$ cat config.mk
export PLATFORM = sky130hd
export DESIGN_NAME = uart_packet_ctl
export DESIGN_NICKNAME = d
export VERILOG_FILES = /design/src/rtl/uart_pkg.sv /design/src/rtl/uart.sv /design/src/rtl/uart_packet_ctl_rx.sv /design/src/rtl/uart_packet_ctl.sv
export SDC_FILE = /design/constraint.sdc
export NUM_CORES = 1
export LEC_CHECK = 0
export ABC_AREA = 1
export BUFFER_PORTS_ARGS = -buffer_cell sky130_fd_sc_hd__buf_4
export CAP_MARGIN = 10
export CELL_PAD_IN_SITES_DETAIL_PLACEMENT = 2
export CELL_PAD_IN_SITES_GLOBAL_PLACEMENT = 2
export CORE_AREA = 2 2 188 190
export DETAILED_ROUTE_END_ITERATION = 7
export DIE_AREA = 0 0 190 192
export GPL_ROUTABILITY_DRIVEN = 0
export HOLD_SLACK_MARGIN = 0.05
export PLACE_DENSITY = 0.79
export SKIP_CTS_REPAIR_TIMING = 1
export SLEW_MARGIN = 20
export SYNTH_ARGS = -nofsm -noshare
export SYNTH_HDL_FRONTEND = slang
export SYNTH_SLANG_ARGS = --single-unit
$ cat constraint.sdc
create_clock -name clk -period 3.35 [get_ports clk]
set_input_delay 0.67 -clock clk [delete_from_list [all_inputs] [get_ports clk]]
set_output_delay 0.67 -clock clk [all_outputs]
set_load 0.01 [all_outputs]
$ cat src/rtl/uart_pkg.sv
// Shared types and helpers for the framed UART controller and its serial core.
package uart_pkg;

   typedef enum logic [1:0] {
      T_IDLE = 2'd0,
      T_HDR  = 2'd1,
      T_PAY  = 2'd2,
      T_CSUM = 2'd3
   } tx_state_t;

   typedef enum logic [1:0] {
      R_HUNT = 2'd0,
      R_PAY  = 2'd1,
      R_CSUM = 2'd2
   } rx_state_t;

   typedef enum logic [1:0] {
      S_IDLE  = 2'd0,
      S_START = 2'd1,
      S_DATA  = 2'd2,
      S_STOP  = 2'd3
   } ser_state_t;

   localparam logic [7:0] DEFAULT_HEADER = 8'hA5;
   localparam int         MAX_NBYTES     = 16;

   // XOR of the first n bytes of a payload (byte k at bits 8k+7:8k).
   function automatic logic [7:0] xor_bytes(input logic [8*MAX_NBYTES-1:0] payload, input int n);
      logic [7:0] acc;
      acc = 8'h00;
      for (int k = 0; k < MAX_NBYTES; k++) begin
         if (k < n) begin
            acc = acc ^ payload[8*k +: 8];
         end
      end
      return acc;
   endfunction

endpackage

$ cat src/rtl/uart.sv
// Byte UART core: baud tick generator, 16x-oversampled receiver and transmitter,
// and a small byte FIFO on each direction.
module uart_fifo #(
   parameter int W = 2
) (
   input  logic       clk,
   input  logic       rst,
   input  logic       rd,
   input  logic       wr,
   input  logic [7:0] w_data,
   output logic       empty,
   output logic       full,
   output logic [7:0] r_data
);
   localparam int DEPTH = 2 ** W;

   logic [7:0]   mem_r [DEPTH];
   logic [W-1:0] wptr_r;
   logic [W-1:0] rptr_r;
   logic [W:0]   cnt_r;
   logic         wr_en_s;
   logic         rd_en_s;

   assign wr_en_s = wr & ~full;
   assign rd_en_s = rd & ~empty;
   assign empty   = (cnt_r == (W+1)'(0));
   assign full    = (cnt_r == (W+1)'(DEPTH));
   assign r_data  = mem_r[rptr_r];

   // storage array
   always_ff @(posedge clk) begin
      if (rst) begin
         for (int i = 0; i < DEPTH; i++) begin
            mem_r[i] <= 8'h00;
         end
      end else if (wr_en_s) begin
         mem_r[wptr_r] <= w_data;
      end
   end

   // pointers and occupancy
   always_ff @(posedge clk) begin
      if (rst) begin
         wptr_r <= {W{1'b0}};
         rptr_r <= {W{1'b0}};
         cnt_r  <= {(W+1){1'b0}};
      end else begin
         if (wr_en_s) begin
            wptr_r <= wptr_r + W'(1);
         end
         if (rd_en_s) begin
            rptr_r <= rptr_r + W'(1);
         end
         case ({wr_en_s, rd_en_s})
            2'b10:   cnt_r <= cnt_r + (W+1)'(1);
            2'b01:   cnt_r <= cnt_r - (W+1)'(1);
            default: cnt_r <= cnt_r;
         endcase
      end
   end
endmodule

module uart
   import uart_pkg::*;
#(
   parameter int DVSR     = 54,
   parameter int DVSR_BIT = 7,
   parameter int FIFO_W   = 2
) (
   input  logic       clk,
   input  logic       rst,
   input  logic       rd_uart,
   input  logic       wr_uart,
   input  logic       rx,
   input  logic [7:0] w_data,
   output logic       tx_full,
   output logic       rx_empty,
   output logic       tx,
   output logic [7:0] r_data
);
   localparam logic [DVSR_BIT-1:0] BAUD_LAST = DVSR_BIT'(DVSR - 1);

   logic [DVSR_BIT-1:0] baud_cnt_r;
   logic                tick_s;
   logic [1:0]          rx_sync_r;
   ser_state_t          rx_state_r;
   logic [3:0]          rx_s_r;
   logic [2:0]          rx_n_r;
   logic [7:0]          rx_b_r;
   logic                rx_done_r;
   logic                rx_full_s;
   ser_state_t          tx_state_r;
   logic [3:0]          tx_s_r;
   logic [2:0]          tx_n_r;
   logic [7:0]          tx_b_r;
   logic                tx_bit_r;
   logic                tx_done_s;
   logic                tx_empty_s;
   logic [7:0]          tx_head_s;

   assign tick_s    = (baud_cnt_r == BAUD_LAST);
   assign tx_done_s = (tx_state_r == S_STOP) && tick_s && (tx_s_r == 4'd15);
   assign tx        = tx_bit_r;

   // 16x oversampling tick
   always_ff @(posedge clk) begin
      if (rst) begin
         baud_cnt_r <= {DVSR_BIT{1'b0}};
      end else if (tick_s) begin
         baud_cnt_r <= {DVSR_BIT{1'b0}};
      end else begin
         baud_cnt_r <= baud_cnt_r + DVSR_BIT'(1);
      end
   end

   // receiver: centre-samples each bit, LSB first
   always_ff @(posedge clk) begin
      if (rst) begin
         rx_sync_r  <= 2'b11;
         rx_state_r <= S_IDLE;
         rx_s_r     <= 4'd0;
         rx_n_r     <= 3'd0;
         rx_b_r     <= 8'h00;
         rx_done_r  <= 1'b0;
      end else begin
         rx_sync_r <= {rx_sync_r[0], rx};
         rx_done_r <= 1'b0;
         case (rx_state_r)
            S_IDLE: begin
               if (!rx_sync_r[1]) begin
                  rx_state_r <= S_START;
                  rx_s_r     <= 4'd0;
               end
            end
            S_START: begin
               if (tick_s) begin
                  if (rx_s_r == 4'd7) begin
                     rx_state_r <= S_DATA;
                     rx_s_r     <= 4'd0;
                     rx_n_r     <= 3'd0;
                  end else begin
                     rx_s_r <= rx_s_r + 4'd1;
                  end
               end
            end
            S_DATA: begin
               if (tick_s) begin
                  if (rx_s_r == 4'd15) begin
                     rx_s_r <= 4'd0;
                     rx_b_r <= {rx_sync_r[1], rx_b_r[7:1]};
                     if (rx_n_r == 3'd7) begin
                        rx_state_r <= S_STOP;
                     end else begin
                        rx_n_r <= rx_n_r + 3'd1;
                     end
                  end else begin
                     rx_s_r <= rx_s_r + 4'd1;
                  end
               end
            end
            S_STOP: begin
               if (tick_s) begin
                  if (rx_s_r == 4'd15) begin
                     rx_state_r <= S_IDLE;
                     rx_done_r  <= 1'b1;
                  end else begin
                     rx_s_r <= rx_s_r + 4'd1;
                  end
               end
            end
            default: rx_state_r <= S_IDLE;
         endcase
      end
   end

   // transmitter: start bit, 8 data bits LSB first, one stop bit
   always_ff @(posedge clk) begin
      if (rst) begin
         tx_state_r <= S_IDLE;
         tx_s_r     <= 4'd0;
         tx_n_r     <= 3'd0;
         tx_b_r     <= 8'h00;
         tx_bit_r   <= 1'b1;
      end else begin
         case (tx_state_r)
            S_IDLE: begin
               tx_bit_r <= 1'b1;
               if (!tx_empty_s) begin
                  tx_state_r <= S_START;
                  tx_s_r     <= 4'd0;
                  tx_b_r     <= tx_head_s;
                  tx_bit_r   <= 1'b0;
               end
            end
            S_START: begin
               if (tick_s) begin
                  if (tx_s_r == 4'd15) begin
                     tx_state_r <= S_DATA;
                     tx_s_r     <= 4'd0;
                     tx_n_r     <= 3'd0;
                     tx_bit_r   <= tx_b_r[0];
                  end else begin
                     tx_s_r <= tx_s_r + 4'd1;
                  end
               end
            end
            S_DATA: begin
               if (tick_s) begin
                  if (tx_s_r == 4'd15) begin
                     tx_s_r <= 4'd0;
                     tx_b_r <= {1'b0, tx_b_r[7:1]};
                     if (tx_n_r == 3'd7) begin
                        tx_state_r <= S_STOP;
                        tx_bit_r   <= 1'b1;
                     end else begin
                        tx_n_r   <= tx_n_r + 3'd1;
                        tx_bit_r <= tx_b_r[1];
                     end
                  end else begin
                     tx_s_r <= tx_s_r + 4'd1;
                  end
               end
            end
            S_STOP: begin
               if (tick_s) begin
                  if (tx_s_r == 4'd15) begin
                     tx_state_r <= S_IDLE;
                  end else begin
                     tx_s_r <= tx_s_r + 4'd1;
                  end
               end
            end
            default: tx_state_r <= S_IDLE;
         endcase
      end
   end

   uart_fifo #(.W(FIFO_W)) u_rx_fifo (
      .clk    (clk),
      .rst    (rst),
      .rd     (rd_uart),
      .wr     (rx_done_r & ~rx_full_s),
      .w_data (rx_b_r),
      .empty  (rx_empty),
      .full   (rx_full_s),
      .r_data (r_data)
   );

   uart_fifo #(.W(FIFO_W)) u_tx_fifo (
      .clk    (clk),
      .rst    (rst),
      .rd     (tx_done_s),
      .wr     (wr_uart),
      .w_data (w_data),
      .empty  (tx_empty_s),
      .full   (tx_full),
      .r_data (tx_head_s)
   );
endmodule

$ cat src/rtl/uart_packet_ctl_rx.sv
// Receive framing: hunts for the sync header, assembles NBYTES payload bytes,
// verifies the XOR checksum and abandons frames that stall between bytes.
module uart_frame_rx
   import uart_pkg::*;
#(
   parameter int         NBYTES      = 4,
   parameter logic [7:0] HEADER      = DEFAULT_HEADER,
   parameter int         TIMEOUT_CYC = 20000
) (
   input  logic                clk,
   input  logic                rst,
   input  logic                byte_valid,
   input  logic [7:0]          byte_data,
   output logic [8*NBYTES-1:0] rx_data,
   output logic                rx_valid,
   output logic                rx_err
);
   localparam int IDX_W = (NBYTES > 1) ? $clog2(NBYTES) : 1;
   localparam int TMO_W = $clog2(TIMEOUT_CYC + 1);
   localparam logic [IDX_W-1:0] IDX_LAST = IDX_W'(NBYTES - 1);
   localparam logic [TMO_W-1:0] TMO_LAST = TMO_W'(TIMEOUT_CYC - 1);

   rx_state_t           state_r;
   logic [IDX_W-1:0]    idx_r;
   logic [7:0]          csum_r;
   logic [7:0]          buf_r [NBYTES];
   logic [TMO_W-1:0]    tmo_r;
   logic [8*NBYTES-1:0] rx_data_r;
   logic                rx_valid_r;
   logic                rx_err_r;
   logic                tmo_hit_s;

   assign tmo_hit_s = (tmo_r == TMO_LAST);
   assign rx_data   = rx_data_r;
   assign rx_valid  = rx_valid_r;
   assign rx_err    = rx_err_r;

   // frame hunt, assembly and verdict; a byte in the timeout cycle takes priority
   always_ff @(posedge clk) begin
      if (rst) begin
         state_r    <= R_HUNT;
         idx_r      <= {IDX_W{1'b0}};
         csum_r     <= 8'h00;
         tmo_r      <= {TMO_W{1'b0}};
         rx_data_r  <= {(8*NBYTES){1'b0}};
         rx_valid_r <= 1'b0;
         rx_err_r   <= 1'b0;
         for (int k = 0; k < NBYTES; k++) begin
            buf_r[k] <= 8'h00;
         end
      end else begin
         rx_valid_r <= 1'b0;
         rx_err_r   <= 1'b0;
         case (state_r)
            R_HUNT: begin
               tmo_r <= {TMO_W{1'b0}};
               if (byte_valid && (byte_data == HEADER)) begin
                  idx_r   <= {IDX_W{1'b0}};
                  csum_r  <= 8'h00;
                  state_r <= R_PAY;
               end
            end
            R_PAY: begin
               if (byte_valid) begin
                  buf_r[idx_r] <= byte_data;
                  csum_r       <= csum_r ^ byte_data;
                  tmo_r        <= {TMO_W{1'b0}};
                  if (idx_r == IDX_LAST) begin
                     state_r <= R_CSUM;
                  end else begin
                     idx_r <= idx_r + IDX_W'(1);
                  end
               end else if (tmo_hit_s) begin
                  state_r  <= R_HUNT;
                  rx_err_r <= 1'b1;
               end else begin
                  tmo_r <= tmo_r + TMO_W'(1);
               end
            end
            R_CSUM: begin
               if (byte_valid) begin
                  state_r <= R_HUNT;
                  if (byte_data == csum_r) begin
                     for (int k = 0; k < NBYTES; k++) begin
                        rx_data_r[8*k +: 8] <= buf_r[k];
                     end
                     rx_valid_r <= 1'b1;
                  end else begin
                     rx_err_r <= 1'b1;
                  end
               end else if (tmo_hit_s) begin
                  state_r  <= R_HUNT;
                  rx_err_r <= 1'b1;
               end else begin
                  tmo_r <= tmo_r + TMO_W'(1);
               end
            end
            default: state_r <= R_HUNT;
         endcase
      end
   end
endmodule

$ cat src/rtl/uart_packet_ctl.sv
// Framed UART controller: sends header + NBYTES payload + XOR checksum per frame
// and recovers the same frames from the receive side.
module uart_packet_ctl
   import uart_pkg::*;
#(
   parameter int         NBYTES      = 4,
   parameter logic [7:0] HEADER      = DEFAULT_HEADER,
   parameter int         DVSR        = 54,
   parameter int         DVSR_BIT    = 7,
   parameter int         FIFO_W      = 2,
   parameter int         AUTO_TX     = 0,
   parameter int         TIMEOUT_CYC = 20000
) (
   input  logic                clk,
   input  logic                rst,
   input  logic                rx,
   output logic                tx,
   input  logic [8*NBYTES-1:0] tx_data,
   input  logic                tx_start,
   output logic                tx_busy,
   output logic [8*NBYTES-1:0] rx_data,
   output logic                rx_valid,
   output logic                rx_err
);
   localparam int               IDX_W    = (NBYTES > 1) ? $clog2(NBYTES) : 1;
   localparam logic [IDX_W-1:0] IDX_LAST = IDX_W'(NBYTES - 1);
   localparam logic             AUTO_S   = (AUTO_TX != 0);

   tx_state_t        tx_state_r;
   logic [7:0]       shadow_r [NBYTES];
   logic [IDX_W-1:0] tx_idx_r;
   logic [7:0]       csum_tx_r;
   logic             tx_busy_r;
   logic             tx_r;
   logic [7:0]       w_data_s;
   logic             wr_uart_s;
   logic             tx_full_s;
   logic             rx_empty_s;
   logic             uart_tx_s;
   logic [7:0]       r_data_s;
   logic             rd_uart_s;

   assign rd_uart_s = ~rx_empty_s;
   assign tx        = tx_r;
   assign tx_busy   = tx_busy_r;

   // byte offered to the TX FIFO in the current state; written only when there is room
   always_comb begin
      w_data_s  = 8'h00;
      wr_uart_s = 1'b0;
      case (tx_state_r)
         T_HDR:   begin w_data_s = HEADER;             wr_uart_s = ~tx_full_s; end
         T_PAY:   begin w_data_s = shadow_r[tx_idx_r]; wr_uart_s = ~tx_full_s; end
         T_CSUM:  begin w_data_s = csum_tx_r;          wr_uart_s = ~tx_full_s; end
         default: begin w_data_s = 8'h00;              wr_uart_s = 1'b0;       end
      endcase
   end

   // TX frame sequencer; payload is snapshotted so mid-frame tx_data changes are harmless
   always_ff @(posedge clk) begin
      if (rst) begin
         tx_state_r <= T_IDLE;
         tx_idx_r   <= {IDX_W{1'b0}};
         csum_tx_r  <= 8'h00;
         tx_busy_r  <= 1'b0;
         tx_r       <= 1'b1;
         for (int k = 0; k < NBYTES; k++) begin
            shadow_r[k] <= 8'h00;
         end
      end else begin
         tx_r <= uart_tx_s;
         case (tx_state_r)
            T_IDLE: begin
               if (tx_start || AUTO_S) begin
                  for (int k = 0; k < NBYTES; k++) begin
                     shadow_r[k] <= tx_data[8*k +: 8];
                  end
                  csum_tx_r  <= 8'h00;
                  tx_idx_r   <= {IDX_W{1'b0}};
                  tx_busy_r  <= 1'b1;
                  tx_state_r <= T_HDR;
               end
            end
            T_HDR: begin
               if (!tx_full_s) begin
                  tx_state_r <= T_PAY;
               end
            end
            T_PAY: begin
               if (!tx_full_s) begin
                  csum_tx_r <= csum_tx_r ^ w_data_s;
                  if (tx_idx_r == IDX_LAST) begin
                     tx_state_r <= T_CSUM;
                  end else begin
                     tx_idx_r <= tx_idx_r + IDX_W'(1);
                  end
               end
            end
            T_CSUM: begin
               if (!tx_full_s) begin
                  tx_state_r <= T_IDLE;
                  tx_busy_r  <= 1'b0;
               end
            end
            default: begin
               tx_state_r <= T_IDLE;
               tx_busy_r  <= 1'b0;
            end
         endcase
      end
   end

   uart #(
      .DVSR     (DVSR),
      .DVSR_BIT (DVSR_BIT),
      .FIFO_W   (FIFO_W)
   ) u_uart (
      .clk      (clk),
      .rst      (rst),
      .rd_uart  (rd_uart_s),
      .wr_uart  (wr_uart_s),
      .rx       (rx),
      .w_data   (w_data_s),
      .tx_full  (tx_full_s),
      .rx_empty (rx_empty_s),
      .tx       (uart_tx_s),
      .r_data   (r_data_s)
   );

   uart_frame_rx #(
      .NBYTES      (NBYTES),
      .HEADER      (HEADER),
      .TIMEOUT_CYC (TIMEOUT_CYC)
   ) u_frame_rx (
      .clk        (clk),
      .rst        (rst),
      .byte_valid (rd_uart_s),
      .byte_data  (r_data_s),
      .rx_data    (rx_data),
      .rx_valid   (rx_valid),
      .rx_err     (rx_err)
   );
endmodule

==> results.env, run 1 <==
SYNTH.YOSYS.SEQ_AREA_SHARE_PCT=52.7
SYNTH_CELL_TYPE_COUNT=40
DRV_CAP=0
CRIT_PATH_LAUNCH_TYPE='flip-flop'
CTS_TREE='yes'
LAYOUT-AREA-OVERHEAD-VS-SYNTH_PCT=16.9
REGISTER_TO_REGISTER_SETUP_SLACK_NS=0.30
DRIVE_ABOVE_1_SHARE_PCT=9.72
MIN_PERIOD_NS=3.05
YOSYS-MUX-AREA-FRACTION_PCT=0
ANTENNA_CELL_COUNT=0
SYNTHESIS.INSTANCES=1576
INITIAL_CORE_UTIL_PCT=36.8
VIA_COUNT=10500
POSTSYNTHREGISTERBITS=268
FINALSETUPTNS_NS=0
CLOCK_LATENCY_NS=0.58
POST_SYNTH_INSTANCE_AREA_SQ_MM=0.0126
TIMING.MAX_SLEW.REL_SLACK_PCT=43.0
SLEW_VIOL_FINAL=0
FLOORPLAN.CORE_AREA_SQ_MM=0.0343
NUMPLACEDINSTANCES=2075
PORTBUFFERS=71
WORST_EP_ARRIVAL_TIME_NS=3.29
SYNTH.AVG_CELL_AREA_SQ_UM=8.00
ROUTEDWLPERCELL_UM=16.5
CTS.CLK_SLEW.WORST_PATHS_NS=0.06
POWER_DENSITY_OVER_THE_CELLS_mW_PER_MM2=703
POST-ROUTE-DRC-COUNT=0
NUMBER_OF_ROWS_IN_THE_CORE_AREA=68
DRT-PASS1-ITER-COUNT=4
CTS-BUFFERS-INSERTED=31
NUMBER_OF_ANTENNA_VIOLATIONS_AT_THE_FIRST_CHECK_IN_GLOBAL_ROUTING=0
FLOORPLAN.DIE.HEIGHT_UM=192
GLOBAL_ROUTE.USAGE.TOTAL_PCT=19.7
WORST_CLOCK_SKEW_NS=0.0125
FLOORPLAN.IO_PINS=72
RSZ0062_AT_GRT='false'
OUTCOME='complete, no violations'
POST_SYNTHESIS_SHARE_OF_CELL_AREA_SPENT_ON_FULL_ADDERS_HALF_ADDERS_AND_MAJORITY_GATES_PCT=3.49
MAX_SLEW.WORST_PIN.SLEW_NS=0.850
CTS_MAX_PATH_BUFFERS=3
ROUTE.DETAILED.VIAS_PER_INST=4.91
NUMBER_OF_LEVELS_IN_THE_CLOCK_H_TREE=1
DESIGN.DIE.AREA_SQ_MM=0.0365
CRITICAL_PATH.STARTPOINT='tx_state_r[1]$_SDFFE_PP0P_'
HOLDCRITPATHCLASS='in2reg'
GRT_START_MAX_NET_PINS=34
CRIT-REG2REG-CAPTURE='u_uart.u_tx_fifo.mem_r[2][7]$_SDFFCE_PN0P_'
CELLLEAKAGEPOWER_nW=6.33
NUMCLOCKSINKS=268
PRECTSSETUPSLACK_NS=0.334
SYNTH-COMPOUND-AREA-SHARE_PCT=7.90
CRITPATHCAPTURETYPE='flip-flop'
FMAX_MHz=328
GRT_OVERFLOW=0
CRIT-REG2REG-LAUNCH='tx_state_r[1]$_SDFFE_PP0P_'
TOTALWIRELENGTH_UM=35200
VDD_DROP_MAX_V=0.000460
DIE_X_UM=190
ANT_NETS=0
LARGEST_FAMILY_OF_LOGIC_CELLS_BY_SYNTHESIZED_AREA='simple AND/OR/NAND/NOR gates'
CTS.ROOT.BUFFER_CELL='sky130_fd_sc_hd__clkbuf_16'
SYNTHESIS.YOSYS.WARNINGS=0
SYNTH_SIMPLE_GATE_AREA_SHARE_PCT=24.8
MAPPEDNETLISTNETS=1646
GRT_PASS1_WL_UM=58500
WORST_R2R_PATH_DEPTH=11
TIMING.CRITICAL_PATH.REQUIRED_NS=3.59
FINAL_SETUP_VIOLS=0
CRITICAL_PATH.ENDPOINT='u_uart.u_tx_fifo.mem_r[2][7]$_SDFFCE_PN0P_'
DETAILEDROUTE.FIRSTITERATIONVIOLATIONS=434
FIRST_GLOBAL_VIAS=11300
WORST_SLACK_NS=0.301
FINAL-INSTANCE-COUNT-EXCL-FILL=2132
FINAL_CORE_UTIL_PCT=43.0
POST-ROUTE-PERIOD-UTIL_PCT=91.0
CRIT_FANOUT=8
REPORT.FINAL.HOLD_VIOL_COUNT=0
CRITICAL_PATH_CLASS='reg2reg'
SYNTHXORXNORAREAFRAC_PCT=0.834
DETAILED_PLACE_HPWL_UM=25800
NUM-NETS-FINAL=1723
cell families (layout without fill, tap and decap cells):
family | count (synthesis) | count (layout)
AO/OA/AOI/OAI | 187 | 187
XOR/XNOR | 12 | 12
adder cells (fa/ha/maj) | 34 | 34
buffers and inverters | 330 | 431
flip-flops | 268 | 268
AND/OR/NAND/NOR | 745 | 745
metrics by stage:
stage	power (W)	hold slack, ns	cell area, sq um
3_3_place_gp	0.00662	0.396	13600
6_report	0.0104	0.283	14700
5_1_grt	0.0110	0.281	14700
3_5_place_dp	0.00680	0.407	13600
4_1_cts	0.0105	0.262	14700
2_1_floorplan	0.00599	0.389	12600
how the worst min path moves through the flow:
| stage | to | slack [ns] | depth (start not counted) | from |
|---|---|---|---|---|
| floorplan | u_uart.rx_sync_r[1]$_SDFF_PP1_ | 0.39 | 1 | u_uart.rx_sync_r[0]$_SDFF_PP1_ |
| global placement | u_uart.rx_sync_r[1]$_SDFF_PP1_ | 0.40 | 1 | u_uart.rx_sync_r[0]$_SDFF_PP1_ |
| detailed placement | u_uart.rx_sync_r[1]$_SDFF_PP1_ | 0.41 | 1 | u_uart.rx_sync_r[0]$_SDFF_PP1_ |
| CTS | u_uart.rx_sync_r[0]$_SDFF_PP1_ | 0.26 | 2 | rx |
| global route | u_uart.rx_sync_r[0]$_SDFF_PP1_ | 0.28 | 2 | rx |
| finish | u_uart.rx_sync_r[0]$_SDFF_PP1_ | 0.28 | 2 | rx |
layout by cell type (no fill, tap or decap), types with 4 or more instances in the layout:
cell type / Yosys / layout
sky130_fd_sc_hd__a31oi_1: 8 / 8
sky130_fd_sc_hd__nand4_1: 46 / 46
sky130_fd_sc_hd__buf_4: 1 / 92
sky130_fd_sc_hd__inv_2: 4 / 5
sky130_fd_sc_hd__inv_1: 272 / 271
sky130_fd_sc_hd__nor3_1: 12 / 12
sky130_fd_sc_hd__nand2_2: 7 / 7
sky130_fd_sc_hd__nand2_1: 310 / 310
sky130_fd_sc_hd__nor3b_1: 4 / 4
sky130_fd_sc_hd__nand3_1: 82 / 82
sky130_fd_sc_hd__o21a_1: 6 / 6
sky130_fd_sc_hd__dfxtp_1: 140 / 140
sky130_fd_sc_hd__nor2_1: 269 / 269
sky130_fd_sc_hd__clkinv_1: 5 / 8
sky130_fd_sc_hd__bufinv_16: 0 / 6
sky130_fd_sc_hd__clkbuf_16: 0 / 31
sky130_fd_sc_hd__ha_1: 32 / 32
sky130_fd_sc_hd__o21ai_0: 85 / 83
sky130_fd_sc_hd__xor2_1: 9 / 9
sky130_fd_sc_hd__a21oi_1: 71 / 71
sky130_fd_sc_hd__clkbuf_1: 24 / 6
sky130_fd_sc_hd__edfxtp_1: 128 / 128
sky130_fd_sc_hd__clkinv_2: 0 / 5
sky130_fd_sc_hd__or2_2: 4 / 4
sky130_fd_sc_hd__o22ai_1: 8 / 8
where the power goes:
| group | internal [W] | total (W) | switching [W] |
|---|---|---|---|
| Sequential | 0.00386 | 0.00411 | 0.000254 |
| Combinational | 0.000750 | 0.00261 | 0.00186 |
| Clock | 0.00223 | 0.00364 | 0.00141 |
| Total | 0.00684 | 0.0104 | 0.00352 |
synthesized netlist by cell type (all sizes together):
cell	number	area [sq um]
nand3	85	448
nor4	3	18.8
xnor2	3	26.3
xor2	9	78.8
a31oi	8	50.1
nor2	272	1040
nor3b	4	30.0
nor3	12	60.1
a21oi	71	355
o22ai	8	50.1
and3	1	6.26
fa	2	40.0
dfxtp	140	2800
buf	24	140
o21bai	2	15.0
clkinv	5	18.8
clkbuf	24	90.1
or2	4	25.0
nand4	46	288
o31ai	2	15.0
o21a	6	45.0
inv	277	1040
nand3b	1	7.51
ha	32	400
o21ai	85	425
nand2	317	1210
a211oi	2	15.0
o211a	1	10.0
edfxtp	128	3840
o211ai	2	15.0
layer usage:
layer | vias to the layer above | track usage, % | wire (um)
met1 | 5105 | 24.2 | 15400
met2 | 147 | 36.9 | 18100
met3 | 45 | 2.32 | 1070
li1 | 5165 | - | -
met5 | - | 0 | 0
met4 | 0 | 4.44 | 662
area by class of cell:
type	count	area (sq um)
fillers	3897	19600
flip-flops and latches	268	6650
multi-input cells	978	4670
inverters	282	1060
clock buffers	40	840
repair buffers	92	691
well taps	455	569
clock inverters	17	256
state kept, by name (all words and copies together) (netlist names), 4 cells and up, named ones only:
| name | flops |
|---|---|
| u_uart.tx_s_r | 4 |
| u_uart.rx_s_r | 4 |
| u_uart.u_rx_fifo.mem_r | 32 |
| csum_tx_r | 8 |
| u_frame_rx.csum_r | 8 |
| shadow_r | 32 |
| u_frame_rx.tmo_r | 15 |
| u_uart.u_tx_fifo.mem_r | 32 |
| rx_data | 32 |
| u_uart.rx_b_r | 8 |
| u_uart.tx_b_r | 8 |
| u_uart.baud_cnt_r | 7 |
| u_frame_rx.buf_r | 32 |
worst max-delay path: stages, from the launching register on:
cell and delay, ns:
sky130_fd_sc_hd__dfxtp_1 0.45, sky130_fd_sc_hd__inv_1 0.13, sky130_fd_sc_hd__ha_1 0.29, sky130_fd_sc_hd__nor2_1 0.23, sky130_fd_sc_hd__inv_1 0.11, sky130_fd_sc_hd__nor2_1 0.22, sky130_fd_sc_hd__inv_1 0.19, sky130_fd_sc_hd__nor2_1 0.13
sky130_fd_sc_hd__inv_1 0.08, sky130_fd_sc_hd__nor2_1 0.34, sky130_fd_sc_hd__inv_1 0.20, sky130_fd_sc_hd__nand2_1 0.33
Power figures use the tool's default switching activity.
==> run 2, diff against run 1 <==
Settings changed: BUFFER_PORTS_ARGS -buffer_cell sky130_fd_sc_hd__buf_4 to -buffer_cell sky130_fd_sc_hd__buf_2, CAP_MARGIN 10 to 15.
==> results.env, run 2 (same netlist as run 1, synthesis figures left out) <==
ROUTE.DETAILED.VIAS_PER_INST=4.91
FLOORPLAN.CORE_AREA_SQ_MM=0.0343
INITIAL_CORE_UTIL_PCT=36.8
SLEW_VIOL_FINAL=0
CRIT_PATH_LAUNCH_TYPE='flip-flop'
POST-ROUTE-PERIOD-UTIL_PCT=88.8
GLOBAL_ROUTE.USAGE.TOTAL_PCT=20.7
MOST_FREQUENT_STANDARD_CELL_IN_THE_LAYOUT_EXCLUDING_FILL_AND_TAP_CELLS='sky130_fd_sc_hd__nand2_1'
ROUTEDLENGTHMET1_UM=15600
PORTBUFFERS=71
DETAILEDROUTE.FIRSTITERATIONVIOLATIONS=435
NUMCLOCKSINKS=268
NUM-NETS-FINAL=1725
CRITPATHCAPTURETYPE='flip-flop'
ROUTEDWLPERCELL_UM=17.1
CTS.CLK_SLEW.WORST_PATHS_NS=0.06
FMAX_MHz=336
CELLLEAKAGEPOWER_nW=6.30
DETAILED_PLACE_HPWL_UM=26000
LAYOUT-AREA-OVERHEAD-VS-SYNTH_PCT=15.5
MULTIINPUTGATEAREA_SQ_MM=0.00467
CRITICAL_PATH_CLASS='reg2reg'
TOTALWIRELENGTH_UM=36600
CTS.ROOT.BUFFER_CELL='sky130_fd_sc_hd__clkbuf_16'
DRIVE_ABOVE_1_SHARE_PCT=9.76
TOTAL_POWER_W=0.0104
CRIT_FANOUT=4
DRV_CAP=0
CTS_TREE='yes'
MET3_ROUTED_WIRELENGTH_UM=1130
WORST_CLOCK_SKEW_NS=0.0187
OUTCOME='complete, no violations'
FINAL_CELL_MIX='309 x sky130_fd_sc_hd__nand2_1, 271 x sky130_fd_sc_hd__inv_1, 269 x sky130_fd_sc_hd__nor2_1, 140 x sky130_fd_sc_hd__dfxtp_1, 128 x sky130_fd_sc_hd__edfxtp_1'
TIMING.CRITICAL_PATH.REQUIRED_NS=3.73
CTS-BUFFERS-INSERTED=34
FILLERS=3899
NUMBER_OF_ROWS_IN_THE_CORE_AREA=68
CTS_MAX_PATH_BUFFERS=3
TIMING.MAX_SLEW.REL_SLACK_PCT=42.5
NUMBER_OF_ANTENNA_VIOLATIONS_AT_THE_FIRST_CHECK_IN_GLOBAL_ROUTING=0
FINALSETUPTNS_NS=0
GRT_START_MAX_NET_PINS=43
FLOORPLAN.IO_PINS=72
NUMBER_OF_LEVELS_IN_THE_CLOCK_H_TREE=2
REPORT.FINAL.HOLD_VIOL_COUNT=0
ROUTE.MET2.WL_UM=19000
ANT_NETS=0
WORST_EP_ARRIVAL_TIME_NS=3.35
FLOORPLAN.DIE.HEIGHT_UM=192
ANTENNA_CELL_COUNT=0
DIE_X_UM=190
SEQ_AREA_SQ_MM=0.00665
GRT_PASS1_WL_UM=60900
DRT-PASS1-ITER-COUNT=4
VDD_DROP_MAX_V=0.000357
MAX_USED_LAYER='met4'
MAX_SLEW.WORST_PIN.SLEW_NS=0.857
GRT_OVERFLOW=0
CLOCK_LATENCY_NS=0.52
MIN_PERIOD_NS=2.97
RSZ0062_AT_GRT='false'
POST-ROUTE-DRC-COUNT=0
FINAL_SETUP_VIOLS=0
FIRST_GLOBAL_VIAS=11800
VIA_COUNT=10500
POWER_DENSITY_OVER_THE_CELLS_mW_PER_MM2=713
HOLDCRITPATHCLASS='in2reg'
DESIGN.DIE.AREA_SQ_MM=0.0365
-- run 2: cell type report --
class / instances / area share, %
sequential: 268 / 45.7
multi-input combinational: 978 / 32.1
inverter: 282 / 7.29
clock buffer: 51 / 7.06
tap: 455 / 3.91
timing repair buffer: 91 / 3.47
clock inverter: 11 / 0.516
-- run 2: path summary, 6_finish.rpt --
kind,cells past startpoint,slack [ns],start,endpoint
setup / recovery,14,0.38,u_uart.tx_s_r[0]$_SDFFE_PP0P_,u_uart.u_tx_fifo.cnt_r[2]$_SDFFE_PP0P_
hold / removal,2,0.35,rx,u_uart.rx_sync_r[0]$_SDFF_PP1_
setup reg to reg,14,0.38,u_uart.tx_s_r[0]$_SDFFE_PP0P_,u_uart.u_tx_fifo.cnt_r[2]$_SDFFE_PP0P_
hold reg to reg,1,0.41,u_uart.rx_sync_r[0]$_SDFF_PP1_,u_uart.rx_sync_r[1]$_SDFF_PP1_
-- run 2: stage by stage --
stage | setup WS (ns) | util (%) | cells | hold slack (ns) | instance area (sq um)
3_3_place_gp | 0.435 | 39.2 | 2074 | 0.395 | 13500
2_1_floorplan | 0.770 | - | 1576 | 0.389 | 12600
4_1_cts | 0.206 | 42.5 | 2136 | 0.326 | 14600
3_5_place_dp | 0.292 | 39.2 | 2074 | 0.399 | 13500
5_1_grt | 0.00260 | 42.5 | 2136 | 0.347 | 14600
6_report | 0.375 | 42.5 | 2136 | 0.349 | 14600
-- run 2: power breakdown --
part           switching, W  leakage, nW  internal [W]
Clock               0.00143        0.546       0.00220
Combinational       0.00190         3.28      0.000734
Sequential         0.000262         2.47       0.00386
-- run 2: metal layers --
| metal | vias to the layer above | GRT usage [%] |
|---|---|---|
| met4 | 0 | 5.52 |
| met2 | 144 | 39.5 |
| met1 | 5111 | 24.2 |
| li1 | 5172 | - |
| met5 | - | 0 |
| met3 | 52 | 2.96 |
-- run 2: critical path, cell delays in order (launching register included) --
cell and delay, ns:
sky130_fd_sc_hd__dfxtp_1 0.36, sky130_fd_sc_hd__ha_1 0.18, sky130_fd_sc_hd__nand2_1 0.09, sky130_fd_sc_hd__nor2_1 0.14, sky130_fd_sc_hd__inv_1 0.10, sky130_fd_sc_hd__nor2_1 0.18
sky130_fd_sc_hd__inv_1 0.13, sky130_fd_sc_hd__nor2_1 0.20, sky130_fd_sc_hd__ha_1 0.20, sky130_fd_sc_hd__inv_1 0.08, sky130_fd_sc_hd__fa_1 0.41, sky130_fd_sc_hd__a21oi_1 0.21
sky130_fd_sc_hd__o21ai_0 0.19, sky130_fd_sc_hd__o21ai_0 0.28, sky130_fd_sc_hd__a21oi_1 0.08
==> run 3, diff against run 2 <==
==> constraint.sdc (replaced) <==
create_clock -name clk -period 3.35 [get_ports clk]
set_input_delay 0.1675 -clock clk [delete_from_list [all_inputs] [get_ports clk]]
set_output_delay 0.1675 -clock clk [all_outputs]
set_load 0.01 [all_outputs]
==> results.env, run 3 (same netlist as run 1, synthesis figures left out) <==
NUMBER_OF_ROWS_IN_THE_CORE_AREA=68
REGISTER_TO_REGISTER_SETUP_SLACK_NS=0.28
NUMBER_OF_ANTENNA_VIOLATIONS_AT_THE_FIRST_CHECK_IN_GLOBAL_ROUTING=1
TIMING.MAX_SLEW.REL_SLACK_PCT=43.3
CTS_TREE='yes'
FINAL_CORE_UTIL_PCT=43.2
PORTBUFFERS=71
NUM-NETS-FINAL=1755
RSZ0062_AT_GRT='false'
WORST_EP_ARRIVAL_TIME_NS=3.23
FLOORPLAN.IO_PINS=72
ROUTE.DETAILED.VIAS_PER_INST=4.89
FINAL-INSTANCE-COUNT-EXCL-FILL=2165
FMAX_MHz=326
NUMCLOCKSINKS=268
GRT_MOST_USED_LAYER='met2'
PLACEMENT.CELL_AREA_SQ_MM=0.0134
ROUTEDWLPERCELL_UM=17.3
VIA_COUNT=10600
MIN_PERIOD_NS=3.07
CELLLEAKAGEPOWER_nW=6.39
GLOBAL_ROUTE.USAGE.MET1_PCT=24.0
DETAILEDROUTE.FIRSTITERATIONVIOLATIONS=423
GRT_START_MAX_NET_PINS=36
FILLERS=3905
GRT.MET2_USAGE_PCT=37.9
DESIGN.DIE.AREA_SQ_MM=0.0365
POWER_DENSITY_OVER_THE_CELLS_mW_PER_MM2=694
LAYOUT-AREA-OVERHEAD-VS-SYNTH_PCT=17.5
POST-ROUTE-DRC-COUNT=0
DRT-PASS1-ITER-COUNT=4
CRITPATHCAPTURETYPE='flip-flop'
FIRST_GLOBAL_VIAS=11600
CRIT_FANOUT=8
CTS.CLK_SLEW.WORST_PATHS_NS=0.06
CTS-BUFFERS-INSERTED=34
CRITICAL_PATH_CLASS='reg2reg'
FLOORPLAN.DIE.HEIGHT_UM=192
CRIT_PATH_LAUNCH_TYPE='flip-flop'
OUTCOME='complete, no violations'
HOLDCRITPATHCLASS='in2reg'
DRV_CAP=0
GRT_OVERFLOW=0
INITIAL_CORE_UTIL_PCT=36.8
FINAL_CELL_MIX='310 x sky130_fd_sc_hd__nand2_1, 271 x sky130_fd_sc_hd__inv_1, 269 x sky130_fd_sc_hd__nor2_1, 140 x sky130_fd_sc_hd__dfxtp_1, 128 x sky130_fd_sc_hd__edfxtp_1'
FLOORPLAN.CORE_AREA_SQ_MM=0.0343
POST-ROUTE-PERIOD-UTIL_PCT=91.6
ANT_NETS=0
MULTIINPUTGATEAREA_SQ_MM=0.00468
SLEW_VIOL_FINAL=0
MAX_SLEW.WORST_PIN.SLEW_NS=0.844
POST-ROUTE-CELL-AREA_SQ_MM=0.0148
SEQ_AREA_SQ_MM=0.00665
CTS.ROOT.BUFFER_CELL='sky130_fd_sc_hd__clkbuf_16'
FINALSETUPTNS_NS=0
CTS_MAX_PATH_BUFFERS=3
FINAL_SETUP_VIOLS=0
WORST_CLOCK_SKEW_NS=0.0180
TOTALWIRELENGTH_UM=37400
TIMING.CRITICAL_PATH.REQUIRED_NS=3.51
NUMBER_OF_LEVELS_IN_THE_CLOCK_H_TREE=2
DRIVE_ABOVE_1_SHARE_PCT=9.13
GRT_PASS1_WL_UM=59500
VDD_DROP_MAX_V=0.000404
NUMPLACEDINSTANCES=2071
DIE_X_UM=190
TOTAL_POWER_W=0.0103
GLOBAL_ROUTE.USAGE.TOTAL_PCT=20.1
DETAILED_PLACE_HPWL_UM=25900
GRT_USE_MET3_PCT=3.07
REPORT.FINAL.HOLD_VIOL_COUNT=0
CLOCK_LATENCY_NS=0.51
MOST_FREQUENT_STANDARD_CELL_IN_THE_LAYOUT_EXCLUDING_FILL_AND_TAP_CELLS='sky130_fd_sc_hd__nand2_1'
run 3: layout make-up:
class / count / share of cell area, %
diodes: 1 / 0.0169
clock buffers: 47 / 6.50
clock inverters: 13 / 0.566
inverters: 282 / 7.16
multi-input cells: 978 / 31.6
flip-flops and latches: 268 / 44.9
well taps: 455 / 3.84
repair buffers: 121 / 5.49
run 3: report_power, final:
part	leakage (nW)	internal, W	switching, W
logic	3.41	0.000756	0.00191
registers	2.47	0.00386	0.000255
clock network	0.509	0.00208	0.00141
total	6.39	0.00670	0.00358
run 3: final timing paths:
| kind | endpoint | startpoint | depth (start not counted) |
|---|---|---|---|
| max | u_uart.u_tx_fifo.mem_r[0][6]$_SDFFCE_PN0P_ | tx_state_r[1]$_SDFFE_PP0P_ | 11 |
| min reg2reg | u_uart.rx_sync_r[1]$_SDFF_PP1_ | u_uart.rx_sync_r[0]$_SDFF_PP1_ | 1 |
| min | u_uart.u_rx_fifo.wptr_r[1]$_SDFFE_PP0P_ | rst | 4 |
| max reg2reg | u_uart.u_tx_fifo.mem_r[0][6]$_SDFFCE_PN0P_ | tx_state_r[1]$_SDFFE_PP0P_ | 11 |
run 3: critical path, cell delays in order (launching register included):
cell and delay, ns:
sky130_fd_sc_hd__dfxtp_1 0.48, sky130_fd_sc_hd__inv_1 0.15, sky130_fd_sc_hd__ha_1 0.31, sky130_fd_sc_hd__nor2_1 0.21, sky130_fd_sc_hd__inv_1 0.11, sky130_fd_sc_hd__nor2_1 0.22, sky130_fd_sc_hd__inv_1 0.18, sky130_fd_sc_hd__nor2_1 0.12
sky130_fd_sc_hd__inv_1 0.08, sky130_fd_sc_hd__nor2_1 0.28, sky130_fd_sc_hd__inv_1 0.22, sky130_fd_sc_hd__nand2_1 0.36
run 3: stage by stage:
| stage | setup WS [ns] | hold slack [ns] |
|---|---|---|
| after detailed placement | 0.310 | 0.355 |
| after global routing | 0.00316 | 0.188 |
| final | 0.282 | 0.158 |
| after global placement | 0.421 | 0.354 |
| after floorplan | 1.09 | 0.271 |
| after CTS | 0.252 | -0.171 |
run 3: metal layers:
layer	wire length, um	vias up
li1	-	5230
met5	0	-
met1	15900	5169
met2	19600	134
met3	1200	50
met4	662	0
